**config.mk**
```make
export PLATFORM = sky130hd
export DESIGN_NAME = fwd_hazard_unit
export DESIGN_NICKNAME = d
export VERILOG_FILES = /design/src/rtl/fwd_pkg.sv /design/src/rtl/fwd_src_match.sv /design/src/rtl/fwd_hazard_unit.sv
export SDC_FILE = /design/constraint.sdc
export NUM_CORES = 1
export LEC_CHECK = 0
export ABC_AREA = 1
export BUFFER_PORTS_ARGS = -buffer_cell sky130_fd_sc_hd__buf_2
export CAP_MARGIN = 20
export CELL_PAD_IN_SITES_DETAIL_PLACEMENT = 1
export CELL_PAD_IN_SITES_GLOBAL_PLACEMENT = 2
export CORE_MARGIN = 5
export CORE_UTILIZATION = 29
export CTS_CLUSTER_DIAMETER = 40
export DETAILED_ROUTE_END_ITERATION = 8
export PLACE_DENSITY_LB_ADDON = 0.08
export SLEW_MARGIN = 10
export SYNTH_ARGS = -nofsm -noshare
export SYNTH_HDL_FRONTEND = slang
export SYNTH_SLANG_ARGS = --single-unit
export TNS_END_PERCENT = 100
```
**constraint.sdc**
```tcl
create_clock -name clk -period 1.6 [get_ports clk]
set_input_delay 0.24 -clock clk [delete_from_list [all_inputs] [get_ports clk]]
set_output_delay 0.24 -clock clk [all_outputs]
set_load 0.02 [all_outputs]
```
**src/rtl/fwd_pkg.sv**
```systemverilog
// Shared types for the forwarding/hazard unit: destination-tag pipeline entries and helpers.
package fwd_pkg;

    localparam int unsigned PKG_REG_W   = 5;
    localparam int unsigned PKG_MAX_SRC = 2;

    localparam logic [PKG_REG_W-1:0] REG_ZERO = '0;

    typedef struct packed {
        logic [PKG_REG_W-1:0] rd;
        logic                 we;
        logic                 is_load;
    } stage_entry_t;

    typedef struct packed {
        logic [PKG_MAX_SRC-1:0][PKG_REG_W-1:0] rs;
        logic [PKG_MAX_SRC-1:0]                used;
        stage_entry_t                          dst;
    } ex_entry_t;

    // x0 is hardwired, so a write to it never produces a forwardable value.
    function automatic logic entry_match(stage_entry_t e, logic [PKG_REG_W-1:0] src,
                                         logic used);
        return e.we && (e.rd != REG_ZERO) && used && (e.rd == src);
    endfunction

endpackage

```
**src/rtl/fwd_src_match.sv**
```systemverilog
// Single-source priority matcher: finds the youngest matching entry and flags
// whether it is a load whose data is not yet available at that position.
module fwd_src_match
    import fwd_pkg::*;
#(
    parameter int unsigned DEPTH    = 2,
    parameter int unsigned LOAD_LAT = 1,
    parameter int unsigned STG_W    = 1
) (
    input  logic [PKG_REG_W-1:0]  src,
    input  logic                  src_used,
    input  stage_entry_t [DEPTH-1:0] entries,
    output logic                  hit,
    output logic [STG_W-1:0]      idx,
    output logic                  not_ready
);

    always_comb begin
        hit       = 1'b0;
        idx       = '0;
        not_ready = 1'b0;
        for (int unsigned j = 0; j < DEPTH; j++) begin
            if (!hit && entry_match(entries[j], src, src_used)) begin
                hit       = 1'b1;
                idx       = STG_W'(j);
                not_ready = entries[j].is_load && (j < LOAD_LAT);
            end
        end
    end

endmodule

```
**src/rtl/fwd_hazard_unit.sv**
```systemverilog
// Forwarding and load-use hazard unit: tracks destination tags from ID/EX through
// FWD_DEPTH post-EX stages, drives EX forward selects, ID stall and a stall counter.
module fwd_hazard_unit
    import fwd_pkg::*;
#(
    parameter int unsigned NUM_SRC   = 2,
    parameter int unsigned FWD_DEPTH = 2,
    parameter int unsigned LOAD_LAT  = 1,
    parameter int unsigned REG_W     = 5,
    parameter int unsigned STG_W     = $clog2(FWD_DEPTH)
) (
    input  logic                       clk,
    input  logic                       rst_n,
    input  logic                       id_valid,
    input  logic [NUM_SRC*REG_W-1:0]   id_rs,
    input  logic [NUM_SRC-1:0]         id_rs_used,
    input  logic [REG_W-1:0]           id_rd,
    input  logic                       id_rd_we,
    input  logic                       id_is_load,
    input  logic                       flush_ex,
    input  logic                       ext_stall,
    output logic                       stall_id,
    output logic [NUM_SRC-1:0]         fwd_en,
    output logic [NUM_SRC*STG_W-1:0]   fwd_stage,
    output logic                       fwd_err,
    output logic [31:0]                stall_cnt
);

    if (LOAD_LAT < 1 || LOAD_LAT >= FWD_DEPTH) begin : g_bad_load_lat
        $error("fwd_hazard_unit: LOAD_LAT must satisfy 1 <= LOAD_LAT < FWD_DEPTH");
    end
    if (REG_W != PKG_REG_W || NUM_SRC > PKG_MAX_SRC) begin : g_bad_shape
        $error("fwd_hazard_unit: REG_W/NUM_SRC do not fit the fwd_pkg entry types");
    end

    stage_entry_t [FWD_DEPTH-1:0] stg_q, stg_d;
    stage_entry_t [FWD_DEPTH-1:0] id_ent;
    ex_entry_t                    ex_q, ex_d;
    logic [31:0]                  stall_cnt_q, stall_cnt_d;

    logic [NUM_SRC-1:0] ex_hit, ex_nr, id_hit, id_nr;
    logic [STG_W-1:0]   ex_idx [NUM_SRC];
    logic [STG_W-1:0]   id_idx [NUM_SRC];

    // ID looks one cycle ahead: EX entry lands at index 0, stage k at k+1.
    always_comb begin
        id_ent[0] = ex_q.dst;
        for (int unsigned k = 1; k < FWD_DEPTH; k++) begin
            id_ent[k] = stg_q[k-1];
        end
    end

    for (genvar s = 0; s < NUM_SRC; s++) begin : g_src
        fwd_src_match #(
            .DEPTH    (FWD_DEPTH),
            .LOAD_LAT (LOAD_LAT),
            .STG_W    (STG_W)
        ) u_ex_match (
            .src       (ex_q.rs[s]),
            .src_used  (ex_q.used[s]),
            .entries   (stg_q),
            .hit       (ex_hit[s]),
            .idx       (ex_idx[s]),
            .not_ready (ex_nr[s])
        );

        fwd_src_match #(
            .DEPTH    (FWD_DEPTH),
            .LOAD_LAT (LOAD_LAT),
            .STG_W    (STG_W)
        ) u_id_match (
            .src       (id_rs[s*REG_W +: REG_W]),
            .src_used  (id_rs_used[s]),
            .entries   (id_ent),
            .hit       (id_hit[s]),
            .idx       (id_idx[s]),
            .not_ready (id_nr[s])
        );
    end

    always_comb begin
        fwd_en    = '0;
        fwd_stage = '0;
        fwd_err   = 1'b0;
        stall_id  = 1'b0;
        for (int unsigned s = 0; s < NUM_SRC; s++) begin
            if (ex_hit[s]) begin
                if (ex_nr[s]) begin
                    fwd_err = 1'b1;
                end else begin
                    fwd_en[s]                  = 1'b1;
                    fwd_stage[s*STG_W +: STG_W] = ex_idx[s];
                end
            end
            if (id_valid && id_hit[s] && id_nr[s]) begin
                stall_id = 1'b1;
            end
        end
    end

    always_comb begin
        stg_d       = stg_q;
        ex_d        = ex_q;
        stall_cnt_d = stall_cnt_q;
        if (!ext_stall) begin
            stg_d[0] = ex_q.dst;
            for (int unsigned k = 1; k < FWD_DEPTH; k++) begin
                stg_d[k] = stg_q[k-1];
            end
            ex_d = '0;
            if (id_valid && !stall_id && !flush_ex) begin
                for (int unsigned s = 0; s < NUM_SRC; s++) begin
                    ex_d.rs[s] = id_rs[s*REG_W +: REG_W];
                end
                ex_d.used[NUM_SRC-1:0] = id_rs_used;
                ex_d.dst.rd            = id_rd;
                ex_d.dst.we            = id_rd_we;
                ex_d.dst.is_load       = id_is_load;
            end
            if (stall_id && stall_cnt_q != 32'hFFFF_FFFF) begin
                stall_cnt_d = stall_cnt_q + 32'd1;
            end
        end
    end

    always_ff @(posedge clk or negedge rst_n) begin
        if (!rst_n) begin
            stg_q       <= '0;
            ex_q        <= '0;
            stall_cnt_q <= '0;
        end else begin
            stg_q       <= stg_d;
            ex_q        <= ex_d;
            stall_cnt_q <= stall_cnt_d;
        end
    end

    assign stall_cnt = stall_cnt_q;

endmodule

```
==> reports/summary.txt, run 1 <==
outcome: finished, violations left
failing checks: setup timing
crit-path leading delay family: simple AND/OR/NAND/NOR gates
share of the synthesized area in the top cell type: 41.01%
register area share after synthesis: 41.01%
Final Hold Fails: 0
Initial Utilization: 29.49%
io pins: 62
end of the worst register-to-register path: stall_cnt[13]
Synth area leaders: dfrtp_1, nand2_1, xor2_1, nor2_1, inv_1
design area: 6083 um^2
max-slew violations: 0
FMAX: 518.2 MHz
WS Path Type: register to primary output
Die Wd: 126.0 um
Routed wire per std cell: 16.96 um
Total Power: 4.714 mW
grt total ovfl: 0
Worst-Skew Late Latency: 0.34 ns
Util after Layout: 45.94%
TritonCTS clock tree: built
Hold WC Path Type: primary input to register
area leader, netlist: dfrtp_1
Die H: 126.0 um
Critical Path RT: 1.36 ns
post-placement cell count: 840
multi-input logic area: 2425 um^2
Worst Hold End: ex_q[2]
routed vias: 4207
mux contribution to synthesized area: 0%
post-detailed-route count of antenna-violating nets: 0
H-tree levels: 3
hold path cells: 3
Site Rows: 42
1st-pass router iterations: 4
Max stage delay on crit path: 0.40 ns
critical path endpoint category: primary output
fin crit share: 120.6%
synth unique cells: 28
GPL Wtd Cong: 0.8379
vias in the first global route: 4288
adder-cell area share of the yosys netlist: 0.3204%
largest family of logic cells by synthesized area: simple AND/OR/NAND/NOR gates
max_cap viols: 0
Post-Syn Area: 3905 um^2
CTS sink cnt: 64
Placed Instance Area: 4876 um^2
post-synthesis compound-gate area fraction: 5.607%
initial antenna violation count: 0
core area: 13240 um^2
Mean Syn Cell Area: 7.049 um^2
die area: 15890 um^2
Worst VDD drop: 0.4811 mV
Max FO, Critical Path: 3
final wirelength: 15.10 mm
DRC: 0
Setup Viol. Count Final: 38
slowest CP cell: dfrtp_1
FF-to-FF path depth: 13
Synth Area in XOR/XNOR: 7.626%
startpoint types: register
worst reg2reg startpoint: ex_q[2]
CTS Buffer Depth: 2
Tmin final: 1.930 ns
Port Buffers: 61
diode count: 0
Finished Layout Cells: 890
first-pass GRT wire length: 23.35 mm
CTS root buf: clkbuf_16
worst reg2reg setup slack: -0.14 ns
dpl hpwl: 10.30 mm
via count normalized by instance count: 4.727
yosys warns: 0
relative slew slack: 73.49%
TritonCTS Buffers: 9
syn nets: 579
post-synthesis cell count: 554
CP Cell Sequence: inv_1 > nand2_1 > nand4_1 > nor3_2 > buf_4 > nand4_1 > nand2_1 > buf_2
worst-case hold slack: 0.1670 ns
layout cells sized above 1: 41.18%
largest net degree at the start of global routing: 65
Reg area: 1613 um^2
Area growth syn-to-layout: 55.78%
Total GRT Usage: 18.69%
Pleak: 3.131 nW
smallest setup slack after layout: -0.3296 ns
drt first-iter violations: 179
nets@finish: 734
critical path buffer and inverter count: 3
simple-gate area share of the yosys netlist: 38.13%
hold path startpoint: id_rd[0]
slew of the pin with the lowest slew margin: 0.3977 ns
Arrival @ worst endpoint: 1.69 ns
Worst-path clk slew: 0.06 ns
RSZ-0062 raised after global routing: yes
#FFs+latches synth: 64
fillers: 1632
clock skew: 0.004743 ns
Power Dens Cells: 774.9 nW/um^2
## Yosys cell counts
cell and n:
inv_1 46, or2_2 1, nand2_1 249, nand2_4 1, buf_6 6, nand3b_1 6
o22ai_1 15, nor3_1 14, clkbuf_1 6, nand3_2 1, buf_4 1, nor2_8 1
nand4_4 1, a21oi_1 4, xor2_1 25, nand3_4 1, nor2_1 49, nand4_1 10
nand2_2 3, xnor2_1 9, nor2_2 3, inv_2 4, nor2_4 1, dfrtp_1 64
nand3_1 10, ha_1 1, nor3b_1 1, o21ai_0 21
## layer usage
metal | part of all wire, % | vias up | track usage, %
met5 | 0 | - | 0
met4 | 1.5 | 0 | 6.688
met3 | 3.3 | 16 | 3.048
met2 | 45 | 76 | 27.23
met1 | 50 | 2067 | 27.82
li1 | - | 2048 | -
## final cells by class
cell class / instances / area share, %
clock buffers: 10 / 3.928
clock inverters: 6 / 2.139
inverters: 50 / 3.085
multi-input cells: 427 / 39.86
flip-flops and latches: 64 / 26.51
well taps: 176 / 3.620
repair buffers: 157 / 20.86
## metrics by stage
step	TNS, ns	worst slack, ns
after CTS	-9.592	-0.3402
after global placement	-0.1080	-0.03713
final	-5.238	-0.3296
after global routing	-10.12	-0.4548
after detailed placement	-1.530	-0.09373
after floorplan	0	0.02008
## sequential cells by signal, summed over array words and instances (netlist names)
signal and flops:
id_ent 7, stg_q 6, ex_q 19, stall_cnt 32
## worst register-to-register path, delay by kind of cell, from the launching register on
kind / cells / cell delay, ns
buffers and inverters: 5 / 0.59
flip-flops: 1 / 0.37
AND/OR/NAND/NOR: 8 / 0.66
## layout by cell type, fill, tap and decap left out, types with 2 or more instances in the layout
cell         n
inv_2       13
o21ai_0     15
nand3_2      3
clkinv_2     2
buf_6       10
o22ai_2     13
dfrtp_2      9
buf_4       75
nand2_2     48
nor2_4       4
clkbuf_16   12
o21ai_2      4
dfrtp_1     55
nor2_2       4
nand4_1     10
nand3_4      2
nand3b_1     6
inv_1       37
nor3_2       2
o21ai_1      2
nand2_4     14
xnor2_1      9
a21oi_1      4
nand3_1      7
nor2_1      45
nor3_1      12
xor2_1      25
nand2_1    190
buf_2       57
buf_12       9
bufinv_16    4
## power breakdown
| part | total (mW) | internal (mW) | switching [mW] |
|---|---|---|---|
| combinational | 0.481 | 0.204 | 0.277 |
| sequential | 1.73 | 1.67 | 0.0600 |
| clock | 2.50 | 1.72 | 0.781 |
| total | 4.71 | 3.60 | 1.12 |
## cell families after synthesis
kind of cell / after synthesis
xor+xnor: 34
buf+inv: 63
simple gates: 352
flops: 64
fa+ha+maj: 1
compound gates: 40
## worst max-delay path by stage
stage,startpoint,to,cells after the start
detailed placement,id_ent[12],fwd_en[1],8
finish,ex_q[17],fwd_en[1],8
CTS,id_ent[13],fwd_err,5
global placement,id_ent[13],fwd_en[1],6
global route,id_ent[12],fwd_err,7
floorplan,id_ent[11],fwd_en[0],4
## timing repair
action / CTS / global route
resized for setup: 56 / 100
pin swaps: 17 / 24
buffers inserted: 26 / 5
hold endpoints to repair: 64 / 0
hold buffers: 1 / 0
cloned: 4 / 4
endpoints found under the setup margin: 36 / 57
(Power assumes the default switching activity.)
==> inputs of run 2 (changes only) <==
- CORE_MARGIN: 5 -> unset
==> reports/summary.txt, run 2 (synthesis results as in run 1) <==
outcome: finished, violations left
failing checks: setup timing
Post-Route Setup TNS: -6.046 ns (-0.8079 ns)
DRC: 0 (unchanged)
final wirelength: 14.92 mm (-1.2%)
fillers: 1623 (-0.55%)
Max stage delay on crit path: 0.41 ns (about the same)
Tmin final: 1.952 ns (+0.02257 ns)
max_cap viols: 0 (unchanged)
Setup Viol. Count Final: 43 (+13%)
WS Path Type: register to primary output
Max FO, Critical Path: 5 (+2)
slowest CP cell: dfrtp_2
most frequent cell on the critical path: nand4_1
startpoint types: register
vias in the first global route: 4285 (-0.070%)
Total GRT Usage: 22.39% (+3.7 points)
most frequent cells in the layout: nand2_1, buf_4, dfrtp_1
FF-to-FF path depth: 13 (unchanged)
smallest setup slack after layout: -0.3522 ns (-0.02257 ns)
Die H: 118.0 um (-6.3%)
diode count: 0 (unchanged)
Initial Utilization: 29.61% (+0.12 points)
post-detailed-route count of antenna-violating nets: 0 (unchanged)
Critical Path RT: 1.36 ns (about the same)
core area: 13190 um^2 (-0.40%)
Worst VDD drop: 0.4781 mV (-0.64%)
max-slew violations: 0 (unchanged)
worst reg2reg setup slack: -0.18 ns (-0.04 ns)
Routed wire per std cell: 16.71 um (-1.5%)
Die Wd: 118.0 um (-6.3%)
drt first-iter violations: 188 (+5.0%)
routed vias: 4180 (-0.64%)
slew of the pin with the lowest slew margin: 0.3505 ns (-0.04719 ns)
Final Hold Fails: 0 (unchanged)
end of the worst register-to-register path: stall_cnt[13]
Power Dens Cells: 692.0 nW/um^2 (-11%)
clock skew: 0.006779 ns (+0.002036 ns)
crit-path leading delay family: simple AND/OR/NAND/NOR gates
most common cell after layout, fill and taps aside: nand2_1
critical path endpoint category: primary output
worst-case hold slack: 0.1676 ns (+0.0006720 ns)
critical path depth in cells: 8 (unchanged)
first-pass GRT wire length: 23.69 mm (+1.4%)
Worst-path clk slew: 0.06 ns (about the same)
Hold WC Path Type: primary input to register
Largest register FFs: 32 (unchanged)
CP Cell Sequence: inv_2 > nand2_1 > nand4_1 > nor3_2 > buf_4 > nand4_1 > nand2_2 > buf_6
GPL Wtd Cong: 0.7885 (-5.9%)
nets@finish: 737 (+0.41%)
Critical Path Source: id_ent[11]
initial antenna violation count: 0 (unchanged)
Pleak: 3.262 nW (+4.2%)
io pins: 62 (unchanged)
hold path cells: 3 (unchanged)
RSZ-0062 raised after global routing: yes
H-tree levels: 3 (unchanged)
Worst-Skew Late Latency: 0.34 ns (about the same)
TritonCTS clock tree: built
CTS Buffer Depth: 2 (unchanged)
Site Rows: 42 (unchanged)
critical path buffer and inverter count: 3 (unchanged)
via count normalized by instance count: 4.681 (-0.98%)
layout cells sized above 1: 42.68% (+1.5 points)
largest net degree at the start of global routing: 40 (-38%)
Port Buffers: 61 (unchanged)
Area growth syn-to-layout: 57.06%
worst reg2reg startpoint: ex_q[4]
multi-input logic area: 2477 um^2 (+2.2%)
die area: 13930 um^2 (-12%)
CP endpoint: fwd_en[1]
grt total ovfl: 0 (unchanged)
CTS sink cnt: 64 (unchanged)
TritonCTS Buffers: 9 (unchanged)
FMAX: 512.3 MHz (-1.2%)
Reg area: 1612 um^2 (about the same)
Util after Layout: 46.50% (+0.56 points)
Arrival @ worst endpoint: 1.71 ns (+0.02 ns)
dpl hpwl: 9.919 mm (-3.7%)
fin crit share: 122.0% (+1.4 points)
relative slew slack: 76.55% (+3.1 points)
1st-pass router iterations: 4 (unchanged)
CTS root buf: clkbuf_16
[run 2: changes by cell type in the layout (fill, tap and decap cells not counted), sizes merged]
cell / before / now
bufinv: 4 / 1
buf: 153 / 158
clkinv: 2 / 3
[run 2: worst min path at each step]
stage	startpoint	end
finish	id_rd_we	ex_q[1]
detailed placement	rst_n	stg_q[11]
CTS	id_rd_we	ex_q[1]
global route	id_is_load	ex_q[0]
floorplan	rst_n	ex_q[0]
global placement	rst_n	stg_q[11]
[run 2: layout make-up]
cell class / instances / area share (%)
Timing Repair Buffer: 160 / 21.93
Clock inverter: 4 / 0.7344
Sequential cell: 64 / 26.28
Multi-Input combinational cell: 427 / 40.39
Inverter: 50 / 3.060
Tap cell: 176 / 3.590
Clock buffer: 12 / 4.019
[run 2: what timing repair did]
action                                 4_1_cts  5_1_grt
setup endpoints to repair                   38       56
gates cloned                                 9        1
buffers inserted                            26       13
pin swaps                                   18       32
resized for setup                           84      101
hold buffers                                 1        0
endpoints found under the hold margin       64        0
[run 2: per-layer routing]
metal / wire (um) / GRT usage, % / vias up
met1: 7574 / 32.59 / 2034
met2: 6567 / 32.50 / 78
li1: - / - / 2051
met4: 282 / 8.253 / 0
met3: 498 / 4.360 / 17
met5: 0 / 0 / -
[run 2: worst reg2reg max path: stages (launching register included)]
cell	delay, ns
dfrtp_1	0.38
inv_2	0.08
nand2_1	0.06
nand2_1	0.04
nor2_1	0.13
nand3_1	0.11
nand2_2	0.13
buf_6	0.13
nand3_4	0.06
nor2_4	0.18
buf_6	0.15
buf_12	0.15
nand2_2	0.05
nand2_1	0.07
[run 2: stage by stage]
step	cells	power (mW)	setup WS [ns]	instance area, um^2
6_report	893	4.244	-0.3522	6133
5_1_grt	893	4.427	-0.4559	6133
4_1_cts	887	4.222	-0.3194	5796
3_5_place_dp	836	2.137	-0.05731	4858
3_3_place_gp	836	2.126	-0.04919	4858
2_1_floorplan	554	1.950	0.02008	3920
[run 2: report_power, final]
group	leakage [nW]	internal [mW]	total (mW)	switching (mW)
Sequential	0.866	1.68	1.74	0.0612
Combinational	2.25	0.223	0.506	0.282
Clock	0.146	1.24	2.00	0.761
Total	3.26	3.14	4.24	1.10
==> inputs of run 3 (changes only) <==
- CORE_ASPECT_RATIO: unset -> 0.5
==> reports/summary.txt, run 3 (synthesis results as in run 1) <==
outcome: finished, violations left
failing checks: DRC, setup timing
Site Rows: 29 (-31%)
Finished Layout Cells: 880 (-1.5%)
CTS Buffer Depth: 2 (unchanged)
Total GRT Usage: 20.71% (-1.7 points)
most common cell after layout, fill and taps aside: nand2_1
crit-path leading delay family: simple AND/OR/NAND/NOR gates
diode count: 0 (unchanged)
FF-to-FF path depth: 13 (unchanged)
TritonCTS clock tree: built
Port Buffers: 61 (unchanged)
grt total ovfl: 0 (unchanged)
Pleak: 3.125 nW (-4.2%)
CP Cell Sequence: inv_2 > nand2_1 > nand4_1 > nor3_2 > nand3_1 > nand3_1 > nand2_1 > buf_4
Initial Utilization: 30.32% (+0.71 points)
largest net degree at the start of global routing: 65 (+63%)
NetSw: 1.076 mW (-2.5%)
Hold WC Path Type: primary input to register
RSZ-0062 raised after global routing: yes
H-tree levels: 3 (unchanged)
Placed Instance Area: 4851 um^2 (-0.15%)
clock skew: 0.008858 ns (+0.002079 ns)
startpoint types: register
Comb pwr share: 11.3% (-0.6 points)
slowest CP cell: dfrtp_1
fillers: 1587 (-2.2%)
Worst-path clk slew: 0.06 ns (about the same)
slew of the pin with the lowest slew margin: 0.3910 ns (+0.04057 ns)
first-pass GRT wire length: 22.37 mm (-5.6%)
sw frac: 24.72% (-1.3 points)
layout cells sized above 1: 42.25% (-0.42 points)
Area growth syn-to-layout: 56.97% (about the same)
fin crit share: 117.9% (-4.1 points)
via count normalized by instance count: 4.623 (-1.2%)
final wirelength: 14.12 mm (-5.4%)
Max stage delay on crit path: 0.41 ns (about the same)
Critical Path RT: 1.36 ns (about the same)
Worst Hold End: ex_q[2]
post-detailed-route count of antenna-violating nets: 0 (unchanged)
relative slew slack: 73.93% (-2.6 points)
post-placement cell count: 830 (-0.72%)
critical path depth in cells: 8 (unchanged)
most frequent cells in the layout: nand2_1, buf_4, dfrtp_1
Clock power frac: 48.9% (+1.7 points)
dpl hpwl: 9.542 mm (-3.8%)
Largest register FFs: 32 (unchanged)
max-slew violations: 0 (unchanged)
CTS sink cnt: 64 (unchanged)
core area: 12880 um^2 (-2.3%)
max_cap viols: 0 (unchanged)
smallest setup slack after layout: -0.2858 ns (+0.06632 ns)
Worst-Skew Late Latency: 0.34 ns (about the same)
drt first-iter violations: 135 (-28%)
end of the worst register-to-register path: stall_cnt[19]
Die Wd: 166.1 um (+41%)
worst reg2reg startpoint: ex_q[4]
FMAX: 530.3 MHz (+3.5%)
Max FO, Critical Path: 4 (-1)
hold path cells: 3 (unchanged)
nets@finish: 731 (-0.81%)
Internal: 3.278 mW (+4.4%)
Tmin final: 1.886 ns (-0.06632 ns)
Setup Viol. Count Final: 57 (+33%)
CTS root buf: clkbuf_16
TritonCTS Buffers: 9 (unchanged)
Critical Path Source: id_ent[12]
Power Dens Cells: 710.4 nW/um^2 (+2.7%)
GPL Wtd Cong: 0.8201 (+4.0%)
Final Hold Fails: 0 (unchanged)
vias in the first global route: 4226 (-1.4%)
worst reg2reg setup slack: -0.18 ns (about the same)
DRC: 3 (+3)
Routed wire per std cell: 16.05 um (-4.0%)
design area: 6130 um^2 (about the same)
WS Path Type: register to primary output
hold path startpoint: id_rd[0]
routed vias: 4068 (-2.7%)
Die H: 84.06 um (-29%)
critical path endpoint category: primary output
sequential power share: 39.8% (-1.1 points)
critical path buffer and inverter count: 2 (-1)
Worst VDD drop: 0.3456 mV (-28%)
initial antenna violation count: 0 (unchanged)
Arrival @ worst endpoint: 1.65 ns (-0.06 ns)
1st-pass router iterations: 6 (+2)
die area: 13960 um^2 (+0.21%)
io pins: 62 (unchanged)
run 3: power groups by stage:
stage | registers [mW] | clock network, mW | logic (mW)
2_1_floorplan | 1.74 | 0 | 0.206
3_3_place_gp | 1.76 | 0 | 0.356
3_5_place_dp | 1.76 | 0 | 0.358
4_1_cts | 1.73 | 2.18 | 0.416
5_1_grt | 1.74 | 2.25 | 0.549
6_report | 1.73 | 2.13 | 0.490
run 3: area by class of cell:
cell class	count	area [um^2]	share of cell area, %
timing repair buffer	154	1300	21.21
multi-input combinational	427	2512	40.99
clock buffer	11	242.7	3.960
tap	170	212.7	3.470
sequential	64	1604	26.17
clock inverter	4	70.07	1.143
inverter	50	187.7	3.062
run 3: stage by stage:
step           total power [mW]  TNS [ns]  hold WS [ns]  worst slack, ns  util (%)
3_3_place_gp              2.116   -0.3051        0.2973         -0.01694     37.66
3_5_place_dp              2.118   -0.9033        0.2926         -0.04052     37.66
5_1_grt                   4.541    -12.66        0.1787          -0.4100     47.59
4_1_cts                   4.330    -6.741        0.1470          -0.2808     43.85
6_report                  4.355    -7.452        0.1635          -0.2858     47.59
2_1_floorplan             1.950         0      -0.05559          0.02008         -
run 3: worst register-to-register path, cell delays in order, from the launching register on:
cell     delay, ns
dfrtp_1       0.41
buf_6         0.13
nand2_2       0.04
nand2_1       0.05
nor2_1        0.13
nand3_2       0.11
nand2_4       0.10
buf_6         0.11
buf_6         0.09
nand4_4       0.10
buf_12        0.17
buf_12        0.14
nand2_2       0.05
nand2_1       0.05
run 3: worst max-delay path by stage:
stage                    endpoint  slack, ns
floorplan               fwd_en[0]       0.02
global placement     stall_cnt[6]      -0.02
detailed placement  stall_cnt[19]      -0.04
CTS                       fwd_err      -0.28
global route            fwd_en[1]      -0.41
finish                  fwd_en[1]      -0.29
run 3: layer usage:
metal / GRT usage, % / share of wire, % / vias to the layer above
met1: 27.65 / 48 / 1965
met4: 4.163 / 0.67 / 0
met2: 34.79 / 48 / 46
met5: 0 / 0 / -
li1: - / - / 2042
met3: 4.030 / 2.7 / 15
run 3: repair_timing:
| action | CTS | global route |
|---|---|---|
| hold buffers | 1 | 0 |
| resized for setup | 59 | 113 |
| setup endpoints to repair | 50 | 57 |
| gates cloned | 5 | 4 |
| setup buffers | 23 | 6 |
| endpoints found under the hold margin | 64 | 0 |
| pin swaps | 24 | 36 |
